**src/rtl/decoder_pkg.sv**
```systemverilog
// Shared widths, types and constants for the registered 3-to-8 decoder.
package decoder_pkg;

  localparam int SEL_W = 3;
  localparam int OUT_W = 8;

  typedef logic [SEL_W-1:0] sel_t;
  typedef logic [OUT_W-1:0] onehot_t;

  localparam onehot_t ONEHOT_NONE = '0;

endpackage : decoder_pkg

```
**src/rtl/decoder3to8_core.sv**
```systemverilog
// Purely combinational enable-gated binary-to-one-hot decode.
module decoder3to8_core
  import decoder_pkg::*;
(
  input  logic             en,
  input  logic [SEL_W-1:0] in,
  output logic [OUT_W-1:0] dec
);

  // Decode the select into a single set bit, or nothing when disabled.
  always_comb begin
    // NOTE: assign a default first so every path drives dec and no latch is inferred.
    dec = ONEHOT_NONE;
    if (en) begin
      dec = onehot_t'(1) << in;
    end
  end

endmodule : decoder3to8_core

```
**src/rtl/decoder_3to8.sv**
```systemverilog
// Registered 3-to-8 one-hot decoder with active-high enable.
// Optional build macro DECODER3TO8_IN_REG_EN adds an input register stage
// (latency 2 instead of 1); ports and reset values are the same either way.
module decoder_3to8
  import decoder_pkg::*;
(
  input  logic             clk,
  input  logic             rst_n,
  input  logic             en,
  input  logic [SEL_W-1:0] in,
  output logic [OUT_W-1:0] out
);

  logic    en_d;
  sel_t    in_d;
  onehot_t dec;

`ifdef DECODER3TO8_IN_REG_EN
  logic en_q;
  sel_t in_q;

  // Capture select and enable one cycle ahead of the decode.
  always_ff @(posedge clk or negedge rst_n) begin
    if (!rst_n) begin
      en_q <= 1'b0;
      in_q <= '0;
    end else begin
      // NOTE: non-blocking assignments keep every flop sampling pre-edge values.
      en_q <= en;
      in_q <= in;
    end
  end

  assign en_d = en_q;
  assign in_d = in_q;
`else
  assign en_d = en;
  assign in_d = in;
`endif

  decoder3to8_core u_core (
    .en  (en_d),
    .in  (in_d),
    .dec (dec)
  );

  // Output register: glitch-free one-hot, cleared asynchronously on reset.
  always_ff @(posedge clk or negedge rst_n) begin
    if (!rst_n) begin
      out <= ONEHOT_NONE;
    end else begin
      out <= dec;
    end
  end

`ifndef SYNTHESIS
  logic en_out;

  // Track the enable that produced the value currently held in out.
  always_ff @(posedge clk or negedge rst_n) begin
    if (!rst_n) begin
      en_out <= 1'b0;
    end else begin
      en_out <= en_d;
    end
  end

  a_onehot0 : assert property (@(posedge clk) disable iff (!rst_n) $onehot0(out))
    else $error("decoder_3to8: out has more than one bit set");

  a_onehot_en : assert property (@(posedge clk) disable iff (!rst_n) en_out |-> $onehot(out))
    else $error("decoder_3to8: out not one-hot while enabled");
`endif

endmodule : decoder_3to8

```
**config.mk**
```make
export PLATFORM = sky130hd
export DESIGN_NAME = decoder_3to8
export DESIGN_NICKNAME = d
export VERILOG_FILES = /design/src/rtl/decoder_pkg.sv /design/src/rtl/decoder3to8_core.sv /design/src/rtl/decoder_3to8.sv
export SDC_FILE = /design/constraint.sdc
export NUM_CORES = 1
export LEC_CHECK = 0
export CAP_MARGIN = 15
export CORE_AREA = 3 3 40 42
export DETAILED_ROUTE_END_ITERATION = 16
export DIE_AREA = 0 0 43 45
export HOLD_SLACK_MARGIN = 0.06
export PLACE_DENSITY_LB_ADDON = 0.05
export SYNTH_ARGS = -nofsm -noshare
export SYNTH_HDL_FRONTEND = slang
export SYNTH_HIERARCHICAL = 1
export SYNTH_SLANG_ARGS = --single-unit
```
**constraint.sdc**
```tcl
create_clock -name clk -period 0.8 [get_ports clk]
set_input_delay 0.16 -clock clk [delete_from_list [all_inputs] [get_ports clk]]
set_output_delay 0.16 -clock clk [all_outputs]
set_load 0.01 [all_outputs]
```
==> results.sh <==
export IMPL_grt_pass1_vias=204
export IMPL_worstSetupEndpointType="output port"
export IMPL_timing_setup_critical_path_class="flop to output port"
export IMPL_cts_tree="done"
export IMPL_avgViaCountPerCell=4.083
export IMPL_track_usage_pct=7.143
export IMPL_grt_antenna_before_repair=0
export IMPL_violations="setup timing"
export IMPL_die_w_um=43
export IMPL_finalSetupViolCount=8
export IMPL_cts_max_level=1
export IMPL_setup_repair_after_global_routing_missed_its_margin="true"
export IMPL_core_rowCount=13
export IMPL_net_switching_uw=170.9
export IMPL_critPathCapture="out[1]"
export IMPL_largest_family_of_logic_cells_by_synthesized_area="simple AND/OR/NAND/NOR gates"
export IMPL_number_of_routed_nets_with_antenna_violations=0
export IMPL_global_route_overflow_total=0
export IMPL_cp_depth=1
export IMPL_leakagePower_nw=0.2501
export IMPL_worstMarginPinSlew_ps=259.3
export IMPL_cap_viol_max_count=0
export IMPL_power_sequential_fraction_pct=52.2
export IMPL_core_area_um2=1285
export IMPL_drv_slew=0
export IMPL_clk_pin_slew_worst_paths_ps=50
export IMPL_critical_path_cell_chain="buf_2"
export IMPL_final_hold_viol_count=0
export IMPL_synth_net_count=22
export IMPL_yosysUniqueCellTypes=7
export IMPL_largest_register_by_flop_count="out"
export IMPL_finalSetupTns_ps=-723.8
export IMPL_postCtsSetupRepairBufs=0
export IMPL_clock_sink_count=8
export IMPL_holdCritPathClass="input port to asynchronous set/reset pin"
export IMPL_largest_voltage_drop_on_the_vdd_net_uv=665.3
export IMPL_synth_compound_gate_area_share_pct=0
export IMPL_detail_route_wirelength_um=534
export IMPL_diodes=0
export IMPL_switching_share_pct=21.38
export IMPL_worst_path_largest_cell_delay_ps=360
export IMPL_drt_iter0_drc=0
export IMPL_pin_count_of_the_biggest_net_entering_global_routing=9
export IMPL_utilization_pct=34.86
export IMPL_cp_buffers_inverters=1
export IMPL_cp_data_arrival_time_ps=740
export IMPL_post_synth_xor_area_fraction_pct=0
export IMPL_power_internal_uw=628.3
export IMPL_critical_path_max_fanout=1
export IMPL_crit_start="out[1]"
export IMPL_worst_path_max_delay_cell="dfrtp_1"
export IMPL_grt_pass1_wl_um=924
export IMPL_io_buffer_count=13
export IMPL_synth_seq_cells=8
export IMPL_layout_min_cycle_time_ps=904.6
export IMPL_drc=0
export IMPL_post_route_cells_drive_above_1_share_pct=51.52
export IMPL_drt_pre_antenna_iters=1
export IMPL_power_combinational_fraction_pct=10.1
export IMPL_max_clock_freq_mhz=1105
export IMPL_max_reg_flops=8
export IMPL_worst_setup_path_start_kind="flop"
export IMPL_flow_area_growth_from_synthesis_pct=51.70
export IMPL_cts_root_buffer_cell="clkbuf_4"
export IMPL_cts_root_to_sink_buffers=2
export IMPL_syn_area_per_cell_um2=18.46
export IMPL_floorplan_initialDensity_pct=22.98
export IMPL_power_density_nw_per_um2=1784
export IMPL_tritoncts_num_buffers=3
export IMPL_wire_per_inst_um=11.13
export IMPL_post_synth_mux_area_share_pct=0
export IMPL_dr_total_vias=196
export IMPL_synth_yosys_seq_area_share_pct=67.80
export IMPL_synthesis_area_um2=295.3
export IMPL_dp_final_hpwl_um=397.1
export IMPL_layout_top_registers="out x8"
export IMPL_final_min_period_over_clock_period_pct=113.1
export IMPL_post_synth_inst_count=16
export IMPL_setup_ws_ps=-104.6
export IMPL_status="finished with violations"
export IMPL_worstPathRequired_ps=640
export IMPL_synth_warning_count=6
export IMPL_design_die_area_um2=1935
export IMPL_yosys_area_share_adder_pct=0
export IMPL_hold_slack_ps=189.5
export IMPL_area_fraction_in_and_or_nand_and_nor_cells_after_synthesis_pct=32.20
export IMPL_routabilityCongestion=0.6042
export IMPL_clock_power_share_pct=37.6
export IMPL_design_final_nets=41
export IMPL_dieHeight_um=45
export IMPL_max_slew_margin_pct=82.72
export IMPL_design_portCount=14
export IMPL_critical_path_top_delay_family="flip-flops"
==> stage by stage <==
stage,std cells,area [µm²],total power [mW],setup WS [ps]
floorplan,16,295.3,0.4459,264.4
global placement,45,451.7,0.5156,-313.1
detailed placement,45,451.7,0.5171,-342.5
CTS,48,430.4,0.8092,-116.0
global route,48,447.9,0.8409,-137.3
finish,48,447.9,0.7992,-104.6
==> cell families (layout without fill, tap and decap cells) <==
logic type	after synthesis	in the layout
flip-flops	8	8
AND/OR/NAND/NOR	8	8
buffers and inverters	0	17
==> power groups by stage <==
stage	logic, mW	registers [mW]	clock network, mW
2_1_floorplan	0.0152	0.431	0
3_3_place_gp	0.0912	0.424	0
3_5_place_dp	0.0927	0.424	0
4_1_cts	0.0774	0.417	0.315
5_1_grt	0.0901	0.418	0.332
6_report	0.0810	0.417	0.301
==> repair_timing <==
action | in CTS | in global routing
gates resized for setup | 35 | 3
hold buffers | 0 | 0
endpoints found under the setup margin | 16 | 13
==> Yosys cell counts (all sizes together) <==
cell    instances  area, µm²
dfrtp           8      200.2
and4b           3      32.53
and4bb          3      37.53
and4            1      10.01
nor4b           1      15.01
==> final cells by class <==
class / count / area (µm²)
clock buffers: 3 / 22.52
fillers: 131 / 837.1
multi-input cells: 8 / 103.9
flip-flops and latches: 8 / 200.2
well taps: 15 / 18.77
repair buffers: 14 / 102.6
==> cells in the final DEF, fill, tap and decap left out, drive strengths merged <==
| cell | count |
|---|---|
| dlymetal6s2s | 1 |
| and4b | 3 |
| clkdlybuf4s50 | 1 |
| buf | 9 |
| clkbuf | 3 |
| dlygate4sd2 | 3 |
| and4 | 1 |
| and4bb | 3 |
| nor4b | 1 |
| dfrtp | 8 |
==> metal layers <==
metal  vias to the layer above  GRT usage, %  routed length, µm
li1                         98             -                  -
met2                        11         8.383                229
met3                         2         2.789                 72
met4                         0         9.036                  9
met1                        85         8.663                222
met5                         -             0                  0
==> worst min-delay path by stage <==
stage	startpoint	to	cells after the start
finish	rst_n	out[3]	2
CTS	rst_n	out[3]	2
floorplan	rst_n	out[0]	0
detailed placement	rst_n	out[4]	2
global placement	rst_n	out[4]	2
global route	rst_n	out[3]	2
Note: power is estimated with default switching activity, not from simulation.
